[src/rtl/layer1_pkg.sv]
// Shared layer-1 definitions: lane geometry, sequencer state encoding and an
// address-width helper used by the sequencer, the MAC array and downstream blocks.
package layer1_pkg;

  localparam int unsigned LANES        = 10;
  localparam int unsigned DATA_W       = 16;
  localparam int unsigned COL_W        = LANES * DATA_W;
  localparam int unsigned DRAIN_CYCLES = 3;

  typedef enum logic [2:0] {
    IDLE,
    CLEAR,
    ISSUE,
    DRAIN,
    WAIT
  } state_e;

  // Address/index width that stays at least one bit for single-entry ranges.
  function automatic int unsigned addr_w(input int unsigned n);
    return (n > 1) ? $clog2(n) : 1;
  endfunction

endpackage

[src/rtl/layer1_sequencer.sv]
// Layer-1 sequencer: walks every output neuron through clear / issue / drain and
// hands each accumulator column downstream through a one-entry valid/ready slot.
module layer1_sequencer
  import layer1_pkg::*;
#(
  parameter int unsigned N_IN  = 784,
  parameter int unsigned N_OUT = 16,
  parameter int unsigned WA_W  = addr_w(N_IN * N_OUT),
  parameter int unsigned PA_W  = addr_w(N_IN),
  parameter int unsigned IDX_W = addr_w(N_OUT)
) (
  input  logic              clk,
  input  logic              reset,
  input  logic              start,
  output logic              busy,
  output logic              done,
  output logic              w_rd_en,
  output logic [WA_W-1:0]   w_addr,
  input  logic [DATA_W-1:0] w_rdata,
  output logic              px_rd_en,
  output logic [PA_W-1:0]   px_addr,
  input  logic [COL_W-1:0]  px_rdata,
  output logic              mac_clr_n,
  output logic [DATA_W-1:0] weight,
  output logic [COL_W-1:0]  pixels,
  input  logic [COL_W-1:0]  column,
  output logic              res_valid,
  input  logic              res_ready,
  output logic [COL_W-1:0]  res_data,
  output logic [IDX_W-1:0]  res_idx
);

  localparam int unsigned        DRAIN_W    = 2;
  localparam logic [PA_W-1:0]    LAST_K     = PA_W'(N_IN - 1);
  localparam logic [IDX_W-1:0]   LAST_J     = IDX_W'(N_OUT - 1);
  localparam logic [DRAIN_W-1:0] LAST_DRAIN = DRAIN_W'(DRAIN_CYCLES - 1);

  state_e              state_q, state_d;
  logic [IDX_W-1:0]    j_q, j_d;
  logic [DRAIN_W-1:0]  drain_q, drain_d;
  logic                busy_q, busy_d;
  logic                done_q, done_d;
  logic                rd_en_q, rd_en_d;
  logic                rd_en_dly_q, rd_en_dly_d;
  logic [WA_W-1:0]     w_addr_q, w_addr_d;
  logic [PA_W-1:0]     px_addr_q, px_addr_d;
  logic                mac_clr_n_q, mac_clr_n_d;
  logic [DATA_W-1:0]   weight_q, weight_d;
  logic [COL_W-1:0]    pixels_q, pixels_d;
  logic                res_valid_q, res_valid_d;
  logic [COL_W-1:0]    res_data_q, res_data_d;
  logic [IDX_W-1:0]    res_idx_q, res_idx_d;

  logic hs_c;
  logic slot_free_c;
  logic capture_c;

  assign hs_c        = res_valid_q & res_ready;
  assign slot_free_c = ~res_valid_q | res_ready;

  // Next-state, counters, result slot and data stage.
  always_comb begin
    state_d     = state_q;
    j_d         = j_q;
    drain_d     = drain_q;
    busy_d      = busy_q;
    done_d      = 1'b0;
    w_addr_d    = w_addr_q;
    px_addr_d   = px_addr_q;
    res_valid_d = res_valid_q;
    res_data_d  = res_data_q;
    res_idx_d   = res_idx_q;
    capture_c   = 1'b0;

    if (hs_c) begin
      res_valid_d = 1'b0;
    end
    // The final column of a run leaving the slot ends the run.
    if (hs_c && busy_q && (state_q == IDLE) && (res_idx_q == LAST_J)) begin
      busy_d = 1'b0;
      done_d = 1'b1;
    end

    case (state_q)
      IDLE: begin
        if (start && !busy_q) begin
          state_d   = CLEAR;
          busy_d    = 1'b1;
          j_d       = '0;
          w_addr_d  = '0;
          px_addr_d = '0;
        end
      end
      CLEAR: state_d = ISSUE;
      ISSUE: begin
        // Weight address runs across neurons, so neuron j starts at j*N_IN.
        w_addr_d = w_addr_q + WA_W'(1);
        if (px_addr_q == LAST_K) begin
          px_addr_d = '0;
          drain_d   = '0;
          state_d   = DRAIN;
        end else begin
          px_addr_d = px_addr_q + PA_W'(1);
        end
      end
      DRAIN: begin
        if (drain_q == LAST_DRAIN) begin
          if (slot_free_c) begin
            capture_c = 1'b1;
          end else begin
            state_d = WAIT;
          end
        end else begin
          drain_d = drain_q + DRAIN_W'(1);
        end
      end
      WAIT:    capture_c = slot_free_c;
      default: state_d = IDLE;
    endcase

    if (capture_c) begin
      res_valid_d = 1'b1;
      res_data_d  = column;
      res_idx_d   = j_q;
      if (j_q == LAST_J) begin
        state_d = IDLE;
      end else begin
        j_d     = j_q + IDX_W'(1);
        state_d = CLEAR;
      end
    end

    rd_en_d     = (state_d == ISSUE);
    rd_en_dly_d = rd_en_q;
    mac_clr_n_d = (state_d != CLEAR);
    weight_d    = rd_en_dly_q ? w_rdata : '0;
    pixels_d    = rd_en_dly_q ? px_rdata : '0;
  end

  always_ff @(posedge clk) begin
    if (!reset) begin
      state_q     <= IDLE;
      j_q         <= '0;
      drain_q     <= '0;
      busy_q      <= 1'b0;
      done_q      <= 1'b0;
      rd_en_q     <= 1'b0;
      rd_en_dly_q <= 1'b0;
      w_addr_q    <= '0;
      px_addr_q   <= '0;
      mac_clr_n_q <= 1'b0;
      weight_q    <= '0;
      pixels_q    <= '0;
      res_valid_q <= 1'b0;
      res_data_q  <= '0;
      res_idx_q   <= '0;
    end else begin
      state_q     <= state_d;
      j_q         <= j_d;
      drain_q     <= drain_d;
      busy_q      <= busy_d;
      done_q      <= done_d;
      rd_en_q     <= rd_en_d;
      rd_en_dly_q <= rd_en_dly_d;
      w_addr_q    <= w_addr_d;
      px_addr_q   <= px_addr_d;
      mac_clr_n_q <= mac_clr_n_d;
      weight_q    <= weight_d;
      pixels_q    <= pixels_d;
      res_valid_q <= res_valid_d;
      res_data_q  <= res_data_d;
      res_idx_q   <= res_idx_d;
    end
  end

  assign busy      = busy_q;
  assign done      = done_q;
  assign w_rd_en   = rd_en_q;
  assign px_rd_en  = rd_en_q;
  assign w_addr    = w_addr_q;
  assign px_addr   = px_addr_q;
  assign mac_clr_n = mac_clr_n_q;
  assign weight    = weight_q;
  assign pixels    = pixels_q;
  assign res_valid = res_valid_q;
  assign res_data  = res_data_q;
  assign res_idx   = res_idx_q;

endmodule

[config.mk]
export PLATFORM = sky130hd
export DESIGN_NAME = layer1_sequencer
export DESIGN_NICKNAME = d
export VERILOG_FILES = /design/src/rtl/layer1_pkg.sv /design/src/rtl/layer1_sequencer.sv
export SDC_FILE = /design/constraint.sdc
export NUM_CORES = 1
export LEC_CHECK = 0
export BUFFER_PORTS_ARGS = -buffer_cell sky130_fd_sc_hd__buf_2
export CAP_MARGIN = 20
export CORE_AREA = 2 2 272 274
export CTS_CLUSTER_DIAMETER = 50
export DETAILED_ROUTE_END_ITERATION = 12
export DIE_AREA = 0 0 274 276
export MAX_ROUTING_LAYER = met4
export SYNTH_ARGS = -nofsm -noshare
export SYNTH_HDL_FRONTEND = slang
export SYNTH_SLANG_ARGS = --single-unit
[constraint.sdc]
create_clock -name clk -period 1.8 [get_ports clk]
set_input_delay 0.18 -clock clk [delete_from_list [all_inputs] [get_ports clk]]
set_output_delay 0.18 -clock clk [all_outputs]
set_load 0.1 [all_outputs]
## Yosys cells after proc, flatten, opt, wreduce, memory -nomap -nowiden

Cells that the tools add are included.
W data, S select, Z words.

| storage, ports and cells | value |
|---|---|
| register bits after elaboration | 379 |
| bits of input ports | 340 |
| word-level logic and storage cells | 75 |

| operators by class | value |
|---|---|
| add/sub/neg operators | 4 |
| equality and inequality tests | 13 |
| muxes and demuxes | 28 |
| bitwise gates (word level) | 3 |
| reduce and logical (&&, ||, !) cells | 12 |

Operators by type and width:

| kind | count |
|---|---|
| $pmux W14 S2 | 1 |
| $mux W10 | 2 |
| $pmux W10 S2 | 1 |
| $mux W4 | 4 |
| $mux W3 | 5 |
| $pmux W3 S5 | 1 |
| $add A14 B1 Y14 const B | 1 |
| $mux W14 | 1 |
| $add A10 B1 Y10 const B | 1 |
| $eq A10 B10 Y1 const B | 1 |
| $eq A3 B2 Y1 const B | 3 |
| $mux W1 | 9 |
| $eq A4 B4 Y1 const B | 2 |
| $reduce_bool A2 Y1 | 3 |
| $add A4 B1 Y4 const B | 1 |
| $logic_and A1 B1 Y1 | 4 |
| $mux W2 | 2 |
| $ne A2 B2 Y1 const B | 2 |
| $pmux W2 S2 | 1 |
| $reduce_and A2 Y1 | 2 |
| $eq A3 B1 Y1 const B | 1 |
| $eq A3 B3 Y1 const B | 1 |
| $logic_not A3 Y1 | 1 |
| $ne A3 B1 Y1 const B | 1 |
| other kinds (9) | 9 |

## Logic depth before layout (Yosys ltp)

| logic depth | value |
|---|---|
| word-level depth | 7 |
| mapped depth | 8 |

## Least setup slack after synthesis

No wires, ideal clock.

| timing path | value |
|---|---|
| path kind | reg-to-reg |
| start point | register px_addr_q[0] (netlist: px_addr[0]) |
| end point | register rd_en_q (netlist: px_rd_en) |
| data arrival time | 2.269 ns |
| required time | 1.685 ns |
| setup slack | -0.584 ns |
| stages on the path, launching flop included | 6 |
| path buffers | 0 |
| cell sequence | dfxtp_1 -> ha_1 -> and4b_1 -> nand4_1 -> a311o_1 -> and2_1 |

| on the way | value |
|---|---|
| word-level cells in the longest chain between the ends | 5 |

Ends and longest elaborated chain:

| item | RTL line | source |
|---|---|---|
| start: declaration | layer1_sequencer.sv:46 | `logic [PA_W-1:0] px_addr_q, px_addr_d;` |
| start signal: assignment | layer1_sequencer.sv:166 | `px_addr_q <= px_addr_d;` |
| $eq A10 B10 Y1 | layer1_sequencer.sv:98 | `if (px_addr_q == LAST_K) begin` |
| $mux W3 | layer1_sequencer.sv:98 |  |
| $pmux W3 S5 | layer1_sequencer.sv:84 | `case (state_q)` |
| $mux W3 | layer1_sequencer.sv:121 | `if (capture_c) begin` |
| $eq A3 B2 Y1 | layer1_sequencer.sv:133 | `rd_en_d = (state_d == ISSUE);` |
| end signal: assignment | layer1_sequencer.sv:163 | `rd_en_q <= rd_en_d;` |
| end: declaration | layer1_sequencer.sv:43 | `logic rd_en_q, rd_en_d;` |

Every way passes these cells.
A chain may end at the register's enable or synchronous reset.

## Worst setup path in the final report

| timing path | value |
|---|---|
| start point | register state_q[1] |
| end point | register res_data_q[13] (netlist: res_data[13]) |

| on the way | value |
|---|---|
| word-level cells in the longest chain between the ends | 2 |
| elaborated cells on any way between the ends | 3 |
| those cells by class | 2 x eq/ne; 1 x mux |

Ends and longest elaborated chain:

| item | RTL line | source |
|---|---|---|
| start: declaration | layer1_sequencer.sv:38 | `state_e state_q, state_d;` |
| start signal: assignment | layer1_sequencer.sv:158 | `state_q <= state_d;` |
| $eq A3 B3 Y1 / $eq A3 B2 Y1 (equally long branches) | layer1_sequencer.sv:84 |  |
| $pmux W1 S2 * | layer1_sequencer.sv:84 |  |
| end signal: assignment | layer1_sequencer.sv:171 | `res_data_q <= res_data_d;` |
| end: declaration | layer1_sequencer.sv:51 | `logic [COL_W-1:0] res_data_q, res_data_d;` |

Every way passes the cells marked *; elsewhere a longest branch is shown, timed or not.

==> run metrics <==
CP cell instances or3b_4, a21oi_4, buf_6, buf_12, clkbuf_16, nand2_1, a21oi_1; reg2reg end res_data[13]; Flop pwr share 40.2%; CP Buf/Inv Count 3; Filler cells 7393; switching part of the total 25.0%; unrepaired setup endpoints after global routing yes; Final Max Slew Viols 0; DP Area 0.0174 mm^2; Detailed Place HPWL 35.6 mm; initial antenna violation count 3; placed cells 2967; Reg2Reg Launch Point state_q[1]; pin count of the biggest net entering global routing 97; Die Wd 274 um; Most Used Layer, Global Route met2; worst-path maximum fanout 9; DRT Pass-1 Iters 6; Worst EP required 2320 ps; vias in the first global route 13600; via count 13900; synth warn 0; I/O Pins 710; Final Hold Fails 0; Final setup viols 0; P&R area growth vs syn 85.5%; routing usage on met1 15.4%; setup_tns 0 ps; Syn Inst Count 1335; sequential share of the synthesized area 61.4%; port bufs 709; root buffer cell clkbuf_16; clock tree buffer depth 3; Worst slew margin 63.0%; crit path launch type flip-flop; register area 0.00765 mm^2; GRT Total Usage 13.3%; FP Rows 99; Seq cells post-synth 379; worst skew pair latency 590 ps; flop2flop setup slack 30 ps; maxcap violations 0; H-tree lvl count 2; CP endpoint kind flip-flop; CTS tree done; Final Skew 26.3 ps; top-area cell type share of the netlist area 61.4%; hold crit path type input pin to flip-flop; CP arrival 2290 ps; drt via density 4.09; Reg2Reg Depth 7; Initial Util 17.0%; DR WL/cell 15.7 um; Net Sw Power 5.27 mW; PwrDens 920 mW/mm^2; global-route wire length before repair 77.7 mm; area leader, netlist dfxtp_1; GP Congestion 0.903; TritonCTS Buffers 53; syn_nets 1679; hold endpoint px_addr[2]; Die ar. 0.0756 mm^2; Synth Flop Type dfxtp_1; top cells by area, synth dfxtp_1, nand2_1, and3_1; met3 Usage GRT 3.14%; antenna-violating nets left 0; count leader, synth dfxtp_1; Remaining DRCs 0; EDFF count, synth 0; Clock power frac 50.3%; post-synthesis cell type count 53; Combinational Power Share 9.4%; Hold Crit Depth 3; final wirelength 53.7 mm; die height 276 um; post-synthesis instance area 0.0124 mm^2; Sink Count 379; Post-synth top cells dfxtp_1, nand2_1, a21oi_1, and3_1, clkbuf_1; Detailed Route Iter0 Violations 835; status completed; slowest library cell on the worst path or3b_4; nets 2754; VDD IR max 1070 uV; Multi-input gate area 0.00443 mm^2; hold slack 65.3 ps; post-route non-filler standard cell count 3412; Worst Hold Launch reset; internal power 15.8 mW; CORE AREA 0.0726 mm^2; fin crit period 1770 ps; M2 GR Usage 21.9%; LEAKAGE 11.0 nW; FFs w/ async S/R, synth 0%; Reg clk slew, reported paths 60 ps; Highest Clock Rate 0.565 GHz; Setup CP Type flip-flop to flip-flop; measured slew at the worst slew-check pin 559 ps; GR Overflow Total 0; fin crit share 98.3%; share of post-route cells with drive strength above 1 38.1%; CP max stage delay 420 ps; design area 0.0229 mm^2; syn_area_per_cell 9.26 um^2; Largest delay share family, worst path simple AND/OR/NAND/NOR gates
==> registers in the layout (all words and copies together), names as in the netlist, 2 cells and up <==
signal    cells
drain_q       2
j_q           4
pixels      160
px_addr      10
res_data    160
res_idx       4
state_q       3
w_addr       14
weight       16
==> what timing repair did <==
item	4_1_cts	5_1_grt
gates resized for setup	2	38
endpoints found under the setup margin	2	62
hold endpoints to repair	336	0
gates cloned	0	6
setup buffers	0	5
hold buffers	336	0
pin swaps	0	2
==> metrics by stage <==
| stage | util, % | setup slack (ps) | total power [mW] |
|---|---|---|---|
| floorplan | - | -17.4 | 9.43 |
| global placement | 24.0 | 75.4 | 10.0 |
| detailed placement | 24.0 | 38.8 | 10.0 |
| CTS | 31.1 | 39.5 | 21.4 |
| global route | 31.6 | -24.7 | 21.9 |
| finish | 31.6 | 30.3 | 21.1 |
==> worst min-delay path, delay by kind of cell <==
kind	cells	cell delay (ps)
buf+inv	2	280
compound gates	1	130
==> placed cells by master, fill, tap and decap left out, types with 13 or more instances in the layout <==
cell type      Yosys  final
buf_2             32    706
dfxtp_1          379    356
nand2_1          339    338
dlygate4sd3_1      0    336
and3_1           182    182
a21oi_1          187    169
clkbuf_16          0     60
buf_4              5     55
nand3_1           26     26
a21oi_2            1     18
nor2_1            14     14
o21ai_0           13     13
==> cell families after synthesis <==
group	count (synthesis)	synth area share, %
mux	2	0.162
buf+inv	109	3.91
simple gates	607	23.9
xor+xnor	2	0.142
fa+ha+maj	4	0.405
compound gates	232	10.1
flops	379	61.4
==> layer usage <==
| metal | routed length, um | vias up |
|---|---|---|
| met1 | 21900 | 6543 |
| met3 | 3870 | 153 |
| li1 | - | 6665 |
| met2 | 25600 | 579 |
| met4 | 2260 | 0 |
| met5 | 0 | - |
==> power groups by stage <==
stage               registers (mW)  clock network (mW)  logic [mW]
floorplan                     9.14                   0       0.288
global placement              8.68                   0        1.37
detailed placement            8.67                   0        1.37
CTS                           8.49                10.9        1.96
global route                  8.50                11.3        2.09
finish                        8.49                10.6        1.99
==> cell type report <==
type | count | share of cell area (%)
antenna | 1 | 0.0109
clock buffer | 64 | 6.19
clock inverter | 33 | 1.73
inverter | 5 | 0.104
multi-input combinational | 847 | 19.3
sequential | 379 | 33.3
tap | 959 | 5.23
timing repair buffer | 1124 | 34.1
==> how the worst max path moves through the flow <==
stage | startpoint | endpoint | slack (ps) | cells past startpoint
global placement | state_q[1] | res_data[5] | 80 | 6
global route | state_q[1] | res_data[99] | -20 | 7
floorplan | px_addr[1] | px_rd_en | -20 | 5
finish | state_q[1] | res_data[13] | 30 | 7
CTS | state_q[1] | res_data[30] | 40 | 6
detailed placement | state_q[1] | res_data[30] | 40 | 6
Power figures use the tool's default switching activity.
